==> config.mk <==
export PLATFORM = sky130hd
export DESIGN_NAME = uart_tx_feeder_flat
export DESIGN_NICKNAME = d
export VERILOG_FILES = /design/src/rtl/uart_pkg.sv /design/src/rtl/uart_tx_feeder_if.sv /design/src/rtl/byte_fifo.sv /design/src/rtl/uart_tx_feeder.sv /design/src/flat_wrapper.sv
export SDC_FILE = /design/constraint.sdc
export NUM_CORES = 1
export LEC_CHECK = 0
export ABC_AREA = 1
export BUFFER_PORTS_ARGS = -buffer_cell sky130_fd_sc_hd__buf_2
export CORE_UTILIZATION = 55
export CTS_CLUSTER_SIZE = 24
export DETAILED_ROUTE_END_ITERATION = 16
export PLACE_DENSITY = 0.78
export SLEW_MARGIN = 20
export SYNTH_ARGS = -nofsm -noshare
export SYNTH_HDL_FRONTEND = slang
export SYNTH_SLANG_ARGS = --single-unit
export TNS_END_PERCENT = 1
==> constraint.sdc <==
create_clock -name clk -period 5.8 [get_ports clk]
set_input_delay 1.45 -clock clk [delete_from_list [all_inputs] [get_ports clk]]
set_output_delay 1.45 -clock clk [all_outputs]
set_load 0.02 [all_outputs]
==> src/rtl/uart_pkg.sv <==
// Shared UART types and widths for the transmit feeder and its FIFO.
package uart_pkg;

   localparam int UART_DATA_W = 8;

   typedef enum logic [1:0] {
      IDLE  = 2'd0,
      START = 2'd1,
      WAIT  = 2'd2
   } feeder_state_t;

endpackage

==> src/rtl/uart_tx_feeder_if.sv <==
// Producer byte handshake plus transmitter launch handshake, seen from the feeder.
interface uart_tx_feeder_if;
   import uart_pkg::*;

   logic [UART_DATA_W-1:0] data_i;
   logic                   valid_i;
   logic                   ready_o;
   logic [UART_DATA_W-1:0] tx_data_o;
   logic                   tx_start_o;
   logic                   tx_done_i;

   modport master (
      output data_i, valid_i, tx_done_i,
      input  ready_o, tx_data_o, tx_start_o
   );

   modport slave (
      input  data_i, valid_i, tx_done_i,
      output ready_o, tx_data_o, tx_start_o
   );

endinterface

==> src/rtl/byte_fifo.sv <==
// Synchronous byte FIFO, combinational head read; 1-cycle push-to-visible latency.
// Caller guarantees no push while full and no pop while empty.
module byte_fifo
   import uart_pkg::*;
#(
   parameter int DEPTH = 16
) (
   input  logic                   clk,
   input  logic                   rst_i,
   input  logic                   push_i,
   input  logic [UART_DATA_W-1:0] data_i,
   input  logic                   pop_i,
   output logic [UART_DATA_W-1:0] data_o,
   output logic                   full_o,
   output logic                   empty_o,
   output logic [$clog2(DEPTH):0] count_o
);

   localparam int PTR_W = $clog2(DEPTH);
   localparam int CNT_W = PTR_W + 1;

   logic [UART_DATA_W-1:0] mem_q [DEPTH];
   logic [PTR_W-1:0]       wr_ptr_q, wr_ptr_d;
   logic [PTR_W-1:0]       rd_ptr_q, rd_ptr_d;
   logic [CNT_W-1:0]       count_q, count_d;

   always_comb begin
      wr_ptr_d = wr_ptr_q;
      rd_ptr_d = rd_ptr_q;
      count_d  = count_q;
      if (push_i) wr_ptr_d = wr_ptr_q + PTR_W'(1);
      if (pop_i)  rd_ptr_d = rd_ptr_q + PTR_W'(1);
      case ({push_i, pop_i})
         2'b10:   count_d = count_q + CNT_W'(1);
         2'b01:   count_d = count_q - CNT_W'(1);
         default: count_d = count_q;
      endcase
   end

   always_ff @(posedge clk or posedge rst_i) begin
      if (rst_i) begin
         wr_ptr_q <= '0;
         rd_ptr_q <= '0;
         count_q  <= '0;
      end else begin
         wr_ptr_q <= wr_ptr_d;
         rd_ptr_q <= rd_ptr_d;
         count_q  <= count_d;
      end
   end

   // Storage carries no reset; count gates every read.
   always_ff @(posedge clk) begin
      if (push_i) mem_q[wr_ptr_q] <= data_i;
   end

   assign data_o  = mem_q[rd_ptr_q];
   assign full_o  = (count_q == CNT_W'(DEPTH));
   assign empty_o = (count_q == '0);
   assign count_o = count_q;

endmodule

==> src/rtl/uart_tx_feeder.sv <==
// Buffers producer bytes and launches them one at a time into the UART transmitter.
// Push-to-start is 2 cycles; producer stalls on full, transmitter paced only by tx_done_i.
module uart_tx_feeder
   import uart_pkg::*;
#(
   parameter int DEPTH = 16
) (
   input  logic                   clk,
   input  logic                   rst_i,
   uart_tx_feeder_if.slave        bus,
   output logic [$clog2(DEPTH):0] count_o,
   output logic                   empty_o,
   output logic                   overflow_o,
   output logic                   busy_o
);

   feeder_state_t          state_q;
   logic [UART_DATA_W-1:0] tx_data_q;
   logic                   tx_start_q;
   logic                   overflow_q;

   logic                   push;
   logic                   pop;
   logic                   full;
   logic                   fifo_empty;
   logic [UART_DATA_W-1:0] head;

   assign push = bus.valid_i && !full;
   // Launch only from IDLE with the transmitter idle, so start never overlaps a frame.
   assign pop  = (state_q == IDLE) && !fifo_empty && bus.tx_done_i;

   byte_fifo #(.DEPTH(DEPTH)) u_fifo (
      .clk     (clk),
      .rst_i   (rst_i),
      .push_i  (push),
      .data_i  (bus.data_i),
      .pop_i   (pop),
      .data_o  (head),
      .full_o  (full),
      .empty_o (fifo_empty),
      .count_o (count_o)
   );

   always_ff @(posedge clk or posedge rst_i) begin
      if (rst_i) begin
         state_q    <= IDLE;
         tx_data_q  <= '0;
         tx_start_q <= 1'b0;
         overflow_q <= 1'b0;
      end else begin
         if (bus.valid_i && full) overflow_q <= 1'b1;
         case (state_q)
            IDLE: begin
               if (pop) begin
                  tx_data_q  <= head;
                  tx_start_q <= 1'b1;
                  state_q    <= START;
               end
            end
            START: begin
               tx_start_q <= 1'b0;
               state_q    <= WAIT;
            end
            WAIT: begin
               if (bus.tx_done_i) state_q <= IDLE;
            end
            default: begin
               tx_start_q <= 1'b0;
               state_q    <= IDLE;
            end
         endcase
      end
   end

   assign bus.ready_o    = !full;
   assign bus.tx_data_o  = tx_data_q;
   assign bus.tx_start_o = tx_start_q;
   assign empty_o        = fifo_empty;
   assign overflow_o     = overflow_q;
   assign busy_o         = (state_q != IDLE) || !fifo_empty;

endmodule

==> src/flat_wrapper.sv <==
// flat-port wrapper written by rule: the top's interface ports become plain ports
module uart_tx_feeder_flat import uart_pkg::*;
#(
   parameter int DEPTH = 16
)
  (clk, rst_i, count_o, empty_o, overflow_o, busy_o, bus_data_i, bus_valid_i, bus_tx_done_i, bus_ready_o, bus_tx_data_o, bus_tx_start_o);
  uart_tx_feeder_if bus_i ();
  input  logic clk;
  input  logic rst_i;
  output logic [$clog2(DEPTH):0] count_o;
  output logic empty_o;
  output logic overflow_o;
  output logic busy_o;
  input wire logic [$bits(bus_i.data_i)-1:0] bus_data_i;
  input wire logic [$bits(bus_i.valid_i)-1:0] bus_valid_i;
  input wire logic [$bits(bus_i.tx_done_i)-1:0] bus_tx_done_i;
  output wire logic [$bits(bus_i.ready_o)-1:0] bus_ready_o;
  output wire logic [$bits(bus_i.tx_data_o)-1:0] bus_tx_data_o;
  output wire logic [$bits(bus_i.tx_start_o)-1:0] bus_tx_start_o;
  assign bus_i.data_i = bus_data_i;
  assign bus_i.valid_i = bus_valid_i;
  assign bus_i.tx_done_i = bus_tx_done_i;
  assign bus_ready_o = bus_i.ready_o;
  assign bus_tx_data_o = bus_i.tx_data_o;
  assign bus_tx_start_o = bus_i.tx_start_o;
  uart_tx_feeder #(.DEPTH(DEPTH)) u_core (.clk(clk), .rst_i(rst_i), .bus(bus_i), .count_o(count_o), .empty_o(empty_o), .overflow_o(overflow_o), .busy_o(busy_o));
endmodule
==> metrics <==
crit path DAT=1710 ps; die area=12900 um2; RSZ-0062 raised after global routing=false; Static Leak=0.00342 uW; total clock sinks=153; DRT antenna net count=0; GRT Total Usage=24.0%; mapped cell area=6830 um2; initial antenna violation count=0; minimum clock period=3160 ps; post-CTS setup buffers=0; ratio of cells with drive above 1 in the final layout=9.03%; Final GP Congestion=0.912; setup TNS=0 ps; Synth Area in Simple Gates=21.7%; post_cts resized=0; register share of total power=39.0%; post-synthesis instance total=685; Setup violations, final=0; placed cells=856; switch share=37.4%; clock power share=27.5%; Power Dens Cells=501 nW/um2; Mapped Nets=705; CTS Buffer Depth=2; sequential share of the synthesized area=65.4%; vias in the first global route=4445; Startpoint Class=flip-flop; largest net degree at the start of global routing=68; CTS tree=yes; Diodes inserted=0; Area Overhead vs Synth=10.9%; xor/xnor share of the synthesized area=1.28%; number of vias per cell=5.19; CP Capture Type=primary output; core area=12100 um2; clock root buffer=clkbuf_16; fin cells=888; VDD IR max=0.000262 V; # port buffers=29; NetSw=1420 uW; # nets final=727; initial core utilization=56.6%; post-route clock period utilization=54.5%; Pre-Repair DR Iteration Count=5; Critical Path RT=4350 ps; Peak Freq=0.316 GHz; Boundary Pins=30; final max-slew violation count=0; status=completed; height of the die=113 um; compound-cell area share of the yosys netlist=0.623%; power share of the combinational group=33.5%; clock-pin transition on the worst setup and hold timing paths=60 ps; multiplexer share of the synthesized area=0%; Avg Synthesized Cell Area=9.97 um2; Unique masters post-synth=26; Max Clock Skew=8.25 ps; Synth Area in Adders=1.46%; total CTS buffers=17; hpwl dp=8750 um; placed inst area=7010 um2; largest family of logic cells by synthesized area=simple AND/OR/NAND/NOR gates; Skew-Pair Late Insertion Delay=420 ps; YS warnings=0; first-pass GRT wire length=22600 um; CTS H-tree depth=4; endpoints failing hold=0; WHS=471 ps; Internal=2380 uW; die width=113 um; post-route cell area=7580 um2; max-cap violation count=0; wire length per cell=15.8 um; DR iter-0 viols=463; Final Power=3800 uW; vias post-DR=4609; worst min-delay path category=reg -> reg; Hold Buf Count CTS=0; GRT Residual Overflow=0; flop and latch count out of synthesis=153; Slew @ Worst Pin=1020 ps; WS Path Type=reg -> out; drt total wl=14000 um; worst rel slew slack=31.8%; DRC=0; Site Rows=40; worst-path fanout max=5
==> layout make-up <==
cell class	count	area, um2
inverters	122	459
repair buffers	31	160
clock buffers	19	433
fillers	962	4480
multi-input cells	382	1720
flip-flops and latches	153	4470
well taps	168	210
clock inverters	13	130
==> cell usage in the layout (no fill, tap or decap), drive strengths merged <==
cell,count
edfxtp,128
clkbuf,19
bufinv,2
buf,31
o21bai,1
xnor2,2
nand2,224
xor2,8
inv,119
nand4,2
clkinv,9
nand3b,2
nor2,23
dfrtp,25
or2,2
a21oi,1
nand3,103
ha,8
o21ai,6
clkinvlp,5
==> layer usage <==
layer / share of wire [%] / GRT usage [%] / wire length (um) / vias up
li1: - / - / - / 2222
met1: 41 / 30.1 / 5730 / 2190
met2: 51 / 40.1 / 7190 / 174
met3: 6.0 / 5.42 / 848 / 23
met4: 1.8 / 10.4 / 259 / 0
met5: 0 / 0 / 0 / -
==> synthesized netlist by cell type <==
library cell | n | area (um2)
nand3b_1 | 2 | 15.0
nand2_2 | 1 | 6.26
or2_0 | 1 | 6.26
xor2_1 | 8 | 70.1
o21bai_1 | 1 | 7.51
o21ai_0 | 5 | 25.0
edfxtp_1 | 128 | 3840
nor2_1 | 23 | 86.3
inv_1 | 120 | 450
ha_1 | 8 | 100
buf_2 | 10 | 50.1
inv_2 | 1 | 3.75
dfrtp_1 | 25 | 626
a21oi_1 | 1 | 5.00
xnor2_1 | 2 | 17.5
clkinv_1 | 1 | 3.75
o21ai_1 | 1 | 5.00
buf_4 | 9 | 67.6
or2_2 | 1 | 6.26
nand3_1 | 103 | 515
nand2_1 | 223 | 837
buf_1 | 1 | 3.75
buf_6 | 5 | 56.3
nand4_1 | 2 | 12.5
clkbuf_2 | 1 | 5.00
clkbuf_1 | 2 | 7.51
==> cell families (layout without fill, tap and decap cells) <==
logic type | after synthesis | in the layout
AOI/OAI and AO/OA | 8 | 8
and+or+nand+nor | 356 | 356
adders and majority gates | 8 | 8
xor gates and xnor gates | 10 | 10
DFF | 153 | 153
buffers and inverters | 150 | 185
==> through the flow <==
stage	utilization, %	worst slack, ps
2_1_floorplan	-	2660
3_3_place_gp	58.2	2330
3_5_place_dp	58.2	2290
4_1_cts	62.8	2620
5_1_grt	62.8	2440
6_report	62.8	2640
==> sequential cells by signal, summed over array words and instances, names as in the netlist <==
register                count
u_core.overflow_o           1
u_core.u_fifo.count_o       5
u_core.u_fifo.wr_ptr_q      4
u_core.u_fifo.mem_q       128
u_core.bus.tx_data_o        8
u_core.u_fifo.rd_ptr_q      4
u_core.state_q              2
u_core.bus.tx_start_o       1
==> worst max-delay path, cell delays in order (launching register included) <==
cell,delay (ps)
dfrtp_1,440
nor2_1,200
nand4_1,190
or2_2,310
buf_2,160
==> final timing paths <==
| path | from | endpoint | slack, ps | depth (start not counted) |
|---|---|---|---|---|
| worst max-delay path | u_core.u_fifo.count_o[1] | busy_o | 2640 | 4 |
| worst min-delay path | u_core.overflow_o | u_core.overflow_o | 470 | 1 |
| worst max register to register | u_core.u_fifo.rd_ptr_q[0] | u_core.bus.tx_data_o[5] | 2880 | 10 |
| worst min register to register | u_core.overflow_o | u_core.overflow_o | 470 | 1 |
| max in group asynchronous | rst_i | u_core.u_fifo.rd_ptr_q[0] | 4310 | 2 |
| min in group asynchronous | rst_i | u_core.u_fifo.count_o[3] | 1080 | 2 |
==> power groups by stage <==
stage | Combinational [uW] | Clock (uW) | Sequential, uW
after global routing | 1430 | 1110 | 1500
final | 1270 | 1050 | 1480
after floorplan | 944 | 0 | 1520
after global placement | 1220 | 0 | 1490
after CTS | 1260 | 1060 | 1480
after detailed placement | 1250 | 0 | 1500
(Power assumes the default switching activity.)
